--- config.mk ---
export PLATFORM = sky130hd
export DESIGN_NAME = cpu_clk_ctrl
export DESIGN_NICKNAME = d
export VERILOG_FILES = /design/src/rtl/cpu_clk_pkg.sv /design/src/rtl/clk_div_core.sv /design/src/rtl/cpu_clk_ctrl.sv
export SDC_FILE = /design/constraint.sdc
export NUM_CORES = 1
export LEC_CHECK = 0
export CORE_ASPECT_RATIO = 1.75
export CORE_MARGIN = 4
export CORE_UTILIZATION = 60
export CTS_CLUSTER_DIAMETER = 150
export CTS_CLUSTER_SIZE = 24
export DETAILED_ROUTE_END_ITERATION = 10
export DONT_BUFFER_PORTS = 1
export PLACE_DENSITY = 0.86
export SYNTH_ARGS = -nofsm -noshare
export SYNTH_HDL_FRONTEND = slang
export SYNTH_HIERARCHICAL = 1
export SYNTH_SLANG_ARGS = --single-unit
--- constraint.sdc ---
create_clock -name sys_clk -period 4.3 [get_ports sys_clk]
set_input_delay 0.43 -clock sys_clk [delete_from_list [all_inputs] [get_ports sys_clk]]
set_output_delay 0.43 -clock sys_clk [all_outputs]
set_load 0.01 [all_outputs]
--- src/rtl/cpu_clk_pkg.sv ---
// Shared types and constants for the CPU clock sequencer.
// No logic; no latency.
// No flow control.
package cpu_clk_pkg;

    typedef enum logic [1:0] {
        HALT = 2'd0,
        RUN  = 2'd1,
        STEP = 2'd2,
        STOP = 2'd3
    } clk_state_t;

    localparam logic [24:0] DIV_SIM   = 25'd4;
    localparam logic [24:0] DIV_BOARD = 25'h1FAF080;

endpackage

--- src/rtl/clk_div_core.sv ---
// Enable-gated divide-by-2(div+1) counter with a registered toggle output.
// clk_out changes on the edge where rise/fall are high; rise/fall are same-cycle strobes.
// No flow control; clr overrides en and forces count and clock low.
module clk_div_core #(
    parameter int CNT_W = 25
) (
    input  logic             sys_clk,
    input  logic             reset_n,
    input  logic             en,
    input  logic             clr,
    input  logic [CNT_W-1:0] div,
    output logic             clk_out,
    output logic             rise,
    output logic             fall
);

    logic [CNT_W-1:0] count_q, count_d;
    logic             clk_q, clk_d;
    logic             hit;

    // rise/fall announce the toggle that the next edge will perform.
    always_comb begin
        hit     = en && (count_q == div);
        rise    = hit && !clk_q;
        fall    = hit && clk_q;
        count_d = count_q;
        clk_d   = clk_q;
        if (clr) begin
            count_d = '0;
            clk_d   = 1'b0;
        end else if (hit) begin
            count_d = '0;
            clk_d   = ~clk_q;
        end else if (en) begin
            count_d = count_q + CNT_W'(1);
        end
    end

    always_ff @(posedge sys_clk or negedge reset_n) begin
        if (!reset_n) begin
            count_q <= '0;
            clk_q   <= 1'b0;
        end else begin
            count_q <= count_d;
            clk_q   <= clk_d;
        end
    end

    assign clk_out = clk_q;

endmodule

--- src/rtl/cpu_clk_ctrl.sv ---
// CPU clock sequencer: programmable divider with run, halt and single-step control.
// All outputs registered; first cpu_clk rise D+1 edges after entering RUN/STEP.
// Requests are one-cycle pulses, dropped if invalid in the current state; no queuing.
module cpu_clk_ctrl
    import cpu_clk_pkg::*;
#(
    parameter int             CNT_W     = 25,
    parameter int             CYC_W     = 32,
    parameter logic [CNT_W-1:0] DIV_RESET = CNT_W'(DIV_SIM),
    parameter bit             START_RUN = 1'b1
) (
    input  logic             sys_clk,
    input  logic             reset_n,
    input  logic             run_req,
    input  logic             halt_req,
    input  logic             step_req,
    input  logic             div_load,
    input  logic [CNT_W-1:0] div_value,
    output logic             cpu_clk,
    output logic             cpu_tick,
    output logic             running,
    output logic [CNT_W-1:0] div_cur,
    output logic [CYC_W-1:0] cycle_count
);

    clk_state_t       state_q, state_d;
    logic [CNT_W-1:0] div_cur_q, div_cur_d;
    logic [CYC_W-1:0] cycle_count_q, cycle_count_d;
    logic             cpu_tick_q, cpu_tick_d;
    logic             running_q, running_d;

    logic en, clr, rise, fall;

    clk_div_core #(.CNT_W(CNT_W)) u_div (
        .sys_clk (sys_clk),
        .reset_n (reset_n),
        .en      (en),
        .clr     (clr),
        .div     (div_cur_q),
        .clk_out (cpu_clk),
        .rise    (rise),
        .fall    (fall)
    );

    assign en  = (state_q != HALT);
    assign clr = (state_d == HALT);

    // A halt never cuts a high phase: while cpu_clk is high, leave only on the fall.
    always_comb begin
        state_d   = state_q;
        div_cur_d = div_cur_q;
        case (state_q)
            HALT: begin
                if (step_req)     state_d = STEP;
                else if (run_req) state_d = RUN;
                if (div_load)     div_cur_d = div_value;
            end
            RUN: begin
                if (halt_req) begin
                    if (!cpu_clk || fall) state_d = HALT;
                    else                  state_d = STOP;
                end
            end
            STEP: begin
                if (fall)          state_d = HALT;
                else if (halt_req) state_d = STOP;
                else if (run_req)  state_d = RUN;
            end
            STOP: begin
                if (fall) state_d = HALT;
            end
            default: state_d = HALT;
        endcase
    end

    always_comb begin
        cpu_tick_d    = rise && !clr;
        cycle_count_d = cycle_count_q + CYC_W'(cpu_tick_d);
        running_d     = (state_d != HALT);
    end

    always_ff @(posedge sys_clk or negedge reset_n) begin
        if (!reset_n) begin
            state_q       <= START_RUN ? RUN : HALT;
            div_cur_q     <= DIV_RESET;
            cycle_count_q <= '0;
            cpu_tick_q    <= 1'b0;
            running_q     <= START_RUN;
        end else begin
            state_q       <= state_d;
            div_cur_q     <= div_cur_d;
            cycle_count_q <= cycle_count_d;
            cpu_tick_q    <= cpu_tick_d;
            running_q     <= running_d;
        end
    end

    assign cpu_tick    = cpu_tick_q;
    assign running     = running_q;
    assign div_cur     = div_cur_q;
    assign cycle_count = cycle_count_q;

endmodule

Yosys cells after proc, flatten, opt, wreduce, memory -nomap -nowiden
Index checks and enable logic that the tools add are counted.
Word-level totals
  register bits: 87
  memory bits (writable): 0
  latch bits: 0
  bits in read-only memories: 0
  logic and storage cells: 41
  input port bits: 31
  memories kept: 0
Cells by class
  eq/ne operators: 4
  reduce and logical (&&, ||, !) cells: 14
  bitwise logic cells: 1
  multiply operators: 0
  magnitude comparators: 0
  $add $sub $neg: 2
  muxes and demuxes: 13
  divide/modulo/power cells: 0
  shift operators: 0
Operator list (number)
  $mux W25: 3
  $add A32 B1 Y32: 1
  $add A25 B1 Y25 const B: 1
  $eq A25 B25 Y1: 1
  $mux W2: 7
  $pmux W2 S4: 1
  $reduce_bool A2 Y1: 3
  $eq A2 B2 Y1 const B: 2
  $logic_and A1 B1 Y1: 4
  $logic_not A2 Y1: 2
  $reduce_bool A3 Y1: 1
  $eq A2 B1 Y1 const B: 1
  $logic_not A1 Y1: 2
  $mux W1: 2
  $reduce_and A2 Y1: 1
  $logic_or A1 B1 Y1: 1
  $not A1 Y1: 1

Depth between registers and ports, before layout
Gate-level depths: netlist (run 1).
  depth after elaboration: 11
  gate-level depth with buffers: 15

Hierarchy
Netlist (run 1), hierarchy kept.
By module, submodules not included
  cpu_clk_ctrl: times used 1, cells an instance 197, area an instance 2570.0 µm²
  clk_div_core: times used 1, cells an instance 176, area an instance 1636.6 µm²

Least setup slack after synthesis (run 1)
No wires, ideal clock.
  kind: register to register
  from: register u_div.count_q[0]
  to: register cycle_count_q[10] (netlist: cycle_count[10])
  stages on the path, launching flop included: 15
  buffers on the path: 0
  library setup time: 0.130 ns
  path slack: 1.111 ns
  arrival: 3.059 ns
  data required time: 4.170 ns
  clock period less this slack: 3.189 ns
  path through: dfrtp_1 xnor2_1 nand4_1 nor4_4 nand4_1 nor2_1 o22ai_1 a211oi_1 nor2b_1 ha_1 ha_1 and4_1 nand2b_1 nor2_1 xor2_1
Between the ends
  longest elaborated chain between the ends: 11
  elaborated cells between the ends (all ways): 14
  classes of those cells: add/sub: 1; eq/ne: 1; mux: 5; reduce/logical: 7
Ends and longest elaborated chain
  from (decl): RTL line clk_div_core.sv:17  | logic [CNT_W-1:0] count_q, count_d;
  from (signal assigned): RTL line clk_div_core.sv:44  | count_q <= count_d;
  $eq A25 B25 Y1 *: RTL line clk_div_core.sv:23  | hit = en && (count_q == div);
  $logic_and A1 B1 Y1 *: RTL line clk_div_core.sv:23
  $logic_and A1 B1 Y1 *: RTL line clk_div_core.sv:25  | fall = hit && clk_q;
  named net fall: RTL line cpu_clk_ctrl.sv:32  | logic en, clr, rise, fall;
  $logic_or A1 B1 Y1: RTL line cpu_clk_ctrl.sv:60  | if (!cpu_clk || fall) state_d = HALT;
  $mux W2: RTL line cpu_clk_ctrl.sv:60
  $mux W2: RTL line cpu_clk_ctrl.sv:59  | if (halt_req) begin
  $pmux W2 S4 *: RTL line cpu_clk_ctrl.sv:52  | case (state_q)
  $logic_not A2 Y1 *: RTL line cpu_clk_ctrl.sv:46  | assign clr = (state_d == HALT);
  named net clr: RTL line cpu_clk_ctrl.sv:32
  $logic_not A1 Y1 *: RTL line cpu_clk_ctrl.sv:77  | cpu_tick_d = rise && !clr;
  $logic_and A1 B1 Y1 *: RTL line cpu_clk_ctrl.sv:77
  named net cpu_tick_d: RTL line cpu_clk_ctrl.sv:29  | logic cpu_tick_q, cpu_tick_d;
  $add A32 B1 Y32 *: RTL line cpu_clk_ctrl.sv:78  | cycle_count_d = cycle_count_q + CYC_W'(cpu_tick_d);
  named net cycle_count_d[10]: RTL line cpu_clk_ctrl.sv:28  | logic [CYC_W-1:0] cycle_count_q, cycle_count_d;
  to (signal assigned): RTL line cpu_clk_ctrl.sv:92  | cycle_count_q <= cycle_count_d;
  to (decl): RTL line cpu_clk_ctrl.sv:28
Mark *: on every way through the listed nets, which the timed path passes. The rest lies on a longest branch.
A chain may end at the register's enable or synchronous reset.

Final worst setup path (run 1)
Ends and elaborated chain as after synthesis.

==> results of run 1 <==
-- area by class of cell --
type,instances,share of cell area (%)
Clock buffer,10,4.94
Clock inverter,6,2.35
Inverter,10,0.809
Multi-Input combinational cell,268,41.7
Sequential cell,87,47.0
Tap cell,84,2.27
Timing Repair Buffer,3,0.917
-- timing repair --
item	CTS	global route
endpoints found under the hold margin	87	0
hold buffers	1	0
setup endpoints to repair	0	0
setup buffers	0	0
-- worst max-delay path by stage --
stage,end,slack [ps],depth (start not counted)
after CTS,cycle_count[10],890,15
after global placement,cycle_count[10],1090,15
after floorplan,cycle_count[10],1110,14
after global routing,cycle_count[14],580,15
final,cycle_count[10],870,15
after detailed placement,cycle_count[10],990,15
-- worst register-to-register path, stage by stage (launching register included) --
cell and delay [ps]:
dfrtp_1 470, xnor2_1 230, nand4_1 220, nor4_4 460, nand4_1 140, nor2_1 150
o22ai_1 100, a211oi_1 220, buf_4 190, nor2b_1 70, ha_1 220, ha_1 240
and4_1 230, nand2b_1 160, nor2_1 80, xor2_1 140
-- stage by stage --
| step | cells | area (um2) | hold WS, ps |
|---|---|---|---|
| after floorplan | 373 | 4210 | 134 |
| after global placement | 451 | 4270 | 137 |
| after detailed placement | 451 | 4270 | 137 |
| after CTS | 468 | 4640 | 21.8 |
| after global routing | 468 | 4640 | 24.2 |
| final | 468 | 4640 | 0.417 |
-- state kept, by name, summed over array words and instances, names as in the netlist --
signal,cells
cpu_tick,1
cycle_count,32
div_cur,25
running,1
state_q,2
u_div/clk_out,1
u_div/count_q,25
-- cells by family after synthesis --
| family | Yosys count | share of synthesized area, % |
|---|---|---|
| AND/OR/NAND/NOR | 147 | 19.6 |
| flip-flops | 87 | 51.8 |
| XOR/XNOR | 78 | 16.2 |
| multiplexers | 25 | 6.69 |
| buffers and inverters | 18 | 2.14 |
| AO/OA/AOI/OAI | 15 | 2.56 |
| adder cells (fa/ha/maj) | 3 | 0.892 |
-- power breakdown --
part	switching, W	leakage, nW	internal (W)
Sequential	0.0000000000000000000322	1.17	0.000819
Combinational	0.0000151	0.755	0.00000360
Clock	0.000303	0.166	0.000566
-- layer usage --
metal | up-vias | wire length (um) | global-route usage, %
li1 | 1302 | - | -
met1 | 1355 | 3290 | 25.5
met2 | 99 | 4830 | 38.2
met3 | 15 | 591 | 6.21
met4 | 0 | 212 | 9.06
met5 | - | 0 | 0
-- cells in the mapped netlist (6+ instances only) --
cell type  count  area, um2
and3_1         6       37.5
and4_1         6       52.6
buf_2          6       30.0
dfrtp_1       84       2100
inv_1         10       37.5
mux2_2        25        282
nand2_1       19       71.3
nand3_1       21        105
nand4_1       20        125
nor2_1        36        135
nor3_1        13       65.1
xnor2_1       60        526
xor2_1        18        158
==> flow_summary.ini, run 1 <==
[place]
dp_hpwl_mm = 6.48
routabilityCongestion = 0.818
place_ws_ps = 992
port_buffers = 0

[timing]
maxSlewViolCount = 0
final.period_utilization_pct = 79.8
tns_ps = 0
rsz0062_at_grt = no
setup_violations = 0
slew_headroom_pct = 50.9
timing.fmax_mhz = 291
skew_ps = 6.32
worstMarginPinSlew_ps = 734
hold_viol_final = 0
fin_ws_ps = 867
period_needed_ps = 3430

[critical_path]
rr_endpoint = cycle_count[10]
worst_ep_required_time_ps = 4510
critPathKind = register to register
critPathTopFamily = simple AND/OR/NAND/NOR gates
crit_slowest_cell = dfrtp_1
startpoint = u_div/count_q[0]
reg2reg_depth = 15
path_max_fanout = 7
r2r_slack_ps = 870
critPathBufInv = 1
crit_chain = xnor2_1 -> nand4_1 -> nor4_4 -> nand4_1 -> nor2_1 -> o22ai_1 -> a211oi_1 -> buf_4 -> nor2b_1 -> ha_1 -> ha_1 -> and4_1 -> nand2b_1 -> nor2_1 -> xor2_1
r2r-start = u_div/count_q[0]
cp_data_arrival_time_ps = 3640
critPathLaunchType = register
worstSetupEndpointType = register
cpPeakStageDelay_ps = 470

[cts]
clock_latency_ps = 330
root_buffer = clkbuf_16
cts_tree = built
htree_levels = 3
ctsResizeCount = 0
clockBufferDepth = 2
path_clk_slew_ps = 60
cts.sinks = 87
cts_buffers = 9

[global_routing]
gr-total-overflow = 0
grt_start_max_net_pins = 88
antenna_found_initial = 0
grt_pass1_vias = 2944
grt_usage_pct = 22.2
grt_pass1_wl_mm = 14.7

[die]
initial_core_util_pct = 61.4
core.rowCount = 40
die-area_um2 = 8470
die_width_um = 71.3
chipHeight_um = 119
ios = 91
coreArea_um2 = 6860

[run_status]
status = finished, final reports clean

[synth]
yosysUniqueCellTypes = 38
synth_edf_count = 0
synth-seq-cells = 87
synthArstFlopShare_pct = 100
ys.flop_type = dfrtp_1
seq_area_frac_synth_pct = 51.8
syn_area_um2 = 4210
ys.warnings.count = 6
synth_nets = 407
postSynthAreaPerCell_um2 = 11.3
synthCells = 373

[finish]
layout_common_cells = dfrtp_1, xnor2_1, nor2_1
layout-drive-gt1-share_pct = 14.6
multiInputGateArea_um2 = 1940
layout_commonest_cell = dfrtp_1
antennaDiodeCount = 0
fillCellCount = 513
nets = 413
ff_latch_area_um2 = 2180
syn2layout_area_growth_pct = 10.3
final_util_pct = 67.7

[drt]
via_per_inst = 5.92
drtPass1Iterations = 4
ant_nets = 0
num_vias = 2771
wl_per_cell_um = 19.1
drc = 0
wl_mm = 8.92
drtIter0Drc = 155

[power_and_ir_drop]
p_leak_nw = 2.10
powerDensity_nw_per_um2 = 368
power_w = 0.00171
vdd_drop_max_mv = 0.265

[run]
max-cap-violations = 0

[worst_hold_path]
hold_class = input pin to async pin
No activity file was read; power rests on OpenSTA's default activity.
==> inputs of run 2 (changes only) <==
clock period = 3.4 ns   (was 4.3 ns; I/O delays follow)
==> run 2 against run 1 <==
  * Global-route usage up 0.79 points
  * Wire length increased by 6.1%
  * Highest routed layer unchanged
  * Clock power rose by 24%
  * Clock skew fell by 1.6 ps
  * Largest power group unchanged
==> flow_summary.ini, run 2 (same netlist as run 1, synthesis figures left out) <==
[critical_path]
critPathKind = register to register
cp_data_arrival_time_ps = 3380
reg2reg_depth = 14
path_max_fanout = 7
critPathLaunchType = register
worst_ep_required_time_ps = 3620
worstSetupEndpointType = register

[timing]
setup_violations = 0
hold_viol_final = 0
slew_headroom_pct = 48.4
worstMarginPinSlew_ps = 772
timing.fmax_mhz = 317
period_needed_ps = 3160
maxSlewViolCount = 0
holdWs_ps = 153
skew_ps = 4.73
final.period_utilization_pct = 92.9
fin_ws_ps = 240

[drt]
via_per_inst = 6.11
wl_per_cell_um = 19.9
drtPass1Iterations = 4
drc = 0
wl_mm = 9.47
drtIter0Drc = 180
num_vias = 2902
ant_nets = 0

[cts]
cts.sinks = 87
clock_latency_ps = 340
htree_levels = 3
root_buffer = clkbuf_16
path_clk_slew_ps = 60
cts_tree = built
cts_buffers = 9
clockBufferDepth = 2

[power_and_ir_drop]
p_leak_nw = 2.17
powerDensity_nw_per_um2 = 451
vdd_drop_max_mv = 0.356

[finish]
fin_area_um2 = 4750
syn2layout_area_growth_pct = 13.0
antennaDiodeCount = 0
layout-drive-gt1-share_pct = 17.9
largest_reg_flops = 32
layout_commonest_cell = dfrtp_1
nets = 421
final_util_pct = 69.3
layout_common_cells = dfrtp_1, xnor2_1, nor2_1

[die]
coreArea_um2 = 6860
die_width_um = 71.3
initial_core_util_pct = 61.4
chipHeight_um = 119
ios = 91
core.rowCount = 40
die-area_um2 = 8470

[place]
port_buffers = 0
dp_hpwl_mm = 6.70
postPlaceCellArea_um2 = 4290
routabilityCongestion = 0.832
place_ws_ps = 21.9

[global_routing]
grt_pass1_vias = 3123
grt_start_max_net_pins = 88
antenna_found_initial = 0
grt_usage_pct = 23.0
grt_pass1_wl_mm = 15.1
gr-total-overflow = 0

[worst_hold_path]
hold_class = input pin to register
hold_depth = 1

[run_status]
status = finished, final reports clean

[run]
max-cap-violations = 0
## run 2: report_power, final
group	internal (W)	switching [W]
logic	0.00000524	0.0000199
clock network	0.000712	0.000370
registers	0.00104	0.0000000000000000000449
## run 2: path summary, 6_finish.rpt
path                              startpoint           endpoint  slack, ps
setup / recovery                  state_q[0]    cycle_count[18]        240
hold / removal                 div_value[17]        div_cur[17]        150
setup reg to reg                  state_q[0]    cycle_count[18]        240
hold reg to reg            u_div/count_q[24]  u_div/count_q[24]        570
max in group asynchronous            reset_n        div_cur[12]       2490
min in group asynchronous            reset_n        div_cur[23]        580
## run 2: worst max-delay path: stages (launching register included)
cell	delay, ps
dfstp_2	570
nor2_1	70
inv_2	100
nand2_1	100
nor4_4	310
buf_4	170
nand4b_1	140
inv_1	90
nor2b_2	210
ha_2	230
ha_2	220
nand4_1	150
nor4_1	340
nand4_1	180
xnor2_1	160
## run 2: per-layer routing
layer,track usage [%],up-vias,share of wire (%)
li1,-,1321,-
met1,24.2,1430,34
met3,4.94,26,6.9
met5,0,-,0
met4,12.7,0,3.9
met2,41.2,125,56
## run 2: layout make-up
type | count | area, um2
Multi-Input combinational cell | 268 | 2000
Inverter | 10 | 37.5
Fill cell | 480 | 2100
Sequential cell | 87 | 2180
Tap cell | 84 | 105
Timing Repair Buffer | 11 | 105
Clock buffer | 11 | 233
Clock inverter | 4 | 95.1
## run 2: what timing repair did
| action | in CTS | in global routing |
|---|---|---|
| endpoints found under the hold margin | 87 | 0 |
| pin swaps | 0 | 3 |
| hold buffers | 2 | 0 |
| buffers inserted | 0 | 5 |
| resized for setup | 1 | 11 |
| endpoints found under the setup margin | 2 | 42 |
## run 2: stage by stage
stage          power (W)  instances  TNS (ps)
5_1_grt          0.00220        475     -28.5
3_3_place_gp     0.00106        453         0
6_report         0.00214        475         0
2_1_floorplan    0.00106        373         0
3_5_place_dp     0.00106        453         0
4_1_cts          0.00217        470     -17.3
==> inputs of run 3 (changes only) <==
CORE_UTILIZATION = 55   (was 60)
PLACE_DENSITY = 0.8   (was 0.86)
SKIP_CTS_REPAIR_TIMING = 1   (was not set)
==> run 3 against run 2 <==
  * Critical path depth shrank 1
  * Combinational power barely moved
  * Final area decreased by 1.3%
  * Via count is 1.9% lower
  * Sequential power is essentially flat
  * Final cell count increased by 1.3%
  * Core utilization is 6.9 points lower
  * Clock power shrank 14%
  * Die area rose by 8.3%
  * Flip-flop and latch count did not move
  * Maximum frequency rose by 0.63%
  * Critical path type unchanged
  * Largest cell class unchanged
==> flow_summary.ini, run 3 (same netlist as run 1, synthesis figures left out) <==
[timing]
final.period_utilization_pct = 92.3
period_needed_ps = 3140
rsz0062_at_grt = no
timing.fmax_mhz = 318
worstMarginPinSlew_ps = 792
setup_violations = 0
skew_ps = 7.05
tns_ps = 0
maxSlewViolCount = 0
hold_viol_final = 0
slew_headroom_pct = 47.0
fin_ws_ps = 260

[drt]
drtPass1Iterations = 4
wl_per_cell_um = 18.4
drc = 0
routed-wl-met2_mm = 4.85
via_per_inst = 5.92
wl_met3_um = 560
num_vias = 2846
drtIter0Drc = 140
met1_length_mm = 3.19
ant_nets = 0
top_layer = met4
wl_mm = 8.87

[critical_path]
critPathKind = register to register
worstSetupEndpointType = register
crit_chain = xnor2_1 -> nand4_1 -> nor4_4 -> nand4_1 -> nor2_2 -> o22ai_1 -> a211oi_2 -> buf_4 -> o21a_1 -> nand3_1 -> nor4_1 -> xnor2_1 -> nor2_1
crit_slowest_cell = dfrtp_1
critPathLaunchType = register
cp_data_arrival_time_ps = 3340
r2r_slack_ps = 260
path_max_fanout = 7
reg2reg_depth = 13
cpPeakStageDelay_ps = 450
worst_ep_required_time_ps = 3600

[worst_hold_path]
hold_depth = 1
hold_class = input pin to register

[global_routing]
grt_pass1_vias = 2986
grt_usage_pct = 20.7
grt_pass1_wl_mm = 14.2
antenna_found_initial = 0
grt_start_max_net_pins = 88
gr-total-overflow = 0

[die]
chipHeight_um = 124
core.rowCount = 42
initial_core_util_pct = 56.0
die_width_um = 74.1
coreArea_um2 = 7510
die-area_um2 = 9170
ios = 91

[cts]
cts.sinks = 87
path_clk_slew_ps = 60
htree_levels = 3
clockBufferDepth = 2
root_buffer = clkbuf_16
clock_latency_ps = 330
cts_tree = built
cts_buffers = 9

[place]
postPlaceCellArea_um2 = 4330
dp.cells = 462
routabilityCongestion = 0.857
dp_hpwl_mm = 6.48
port_buffers = 0
place_ws_ps = 172

[finish]
final-instance-count-excl-fill = 481
layout_commonest_cell = dfrtp_1
antennaDiodeCount = 0
largest_reg_flops = 32
syn2layout_area_growth_pct = 11.5
layout_common_cells = dfrtp_1, xnor2_1, nor2_1
fillCellCount = 595
fin_area_um2 = 4690
nets = 422
layout-drive-gt1-share_pct = 17.0

[run]
max-cap-violations = 0

[run_status]
status = finished, final reports clean

[power_and_ir_drop]
vdd_drop_max_mv = 0.313
p_leak_nw = 2.13
powerDensity_nw_per_um2 = 425
==> run 3: cell types whose count changed in the layout (fill, tap and decap cells not counted), moves of 2 or more <==
cell / delta
dfrtp_1: -2
nor4_4: -2
dfrtp_2: +2
bufinv_16: -2
nor3_2: -3
clkbuf_1: +3
nor3_1: +2
==> run 3: final cells by class <==
type | count | area, um2 | area share (%)
multi-input combinational | 268 | 1970 | 41.9
sequential | 87 | 2180 | 46.6
clock inverter | 2 | 35.0 | 0.747
inverter | 10 | 37.5 | 0.801
clock buffer | 14 | 244 | 5.20
tap | 88 | 110 | 2.35
timing repair buffer | 12 | 113 | 2.40
==> run 3: layer usage <==
metal	up-vias	global-route usage (%)
li1	1322	-
met1	1405	21.8
met2	100	36.4
met3	19	5.17
met4	0	11.8
met5	-	0
==> run 3: path summary, 6_finish.rpt <==
kind | start | end
max | div_cur[17] | u_div/count_q[20]
min | div_value[5] | div_cur[5]
max reg2reg | div_cur[17] | u_div/count_q[20]
min reg2reg | cycle_count[31] | cycle_count[31]
max in group asynchronous | reset_n | div_cur[10]
min in group asynchronous | reset_n | div_cur[1]
==> run 3: power breakdown <==
part           internal, W  total [W]              switching, W
clock network     0.000569   0.000933                  0.000363
logic           0.00000524  0.0000249                 0.0000196
registers          0.00104    0.00104  0.0000000000000000000383
==> run 3: critical path: cells and delay by family, from the launching register on <==
| kind | cells | cell delay (ps) |
|---|---|---|
| and+or+nand+nor | 7 | 1440 |
| buffers and inverters | 1 | 180 |
| xor gates and xnor gates | 2 | 400 |
| AOI/OAI and AO/OA | 3 | 540 |
| DFF | 1 | 450 |
==> run 3: per-stage QoR <==
step	utilization [%]	hold WS (ps)	power (W)
3_3_place_gp	57.6	46.4	0.00106
3_5_place_dp	57.6	47.1	0.00106
5_1_grt	62.4	141	0.00206
2_1_floorplan	-	44.4	0.00106
6_report	62.4	153	0.00199
4_1_cts	61.4	-315	0.00200
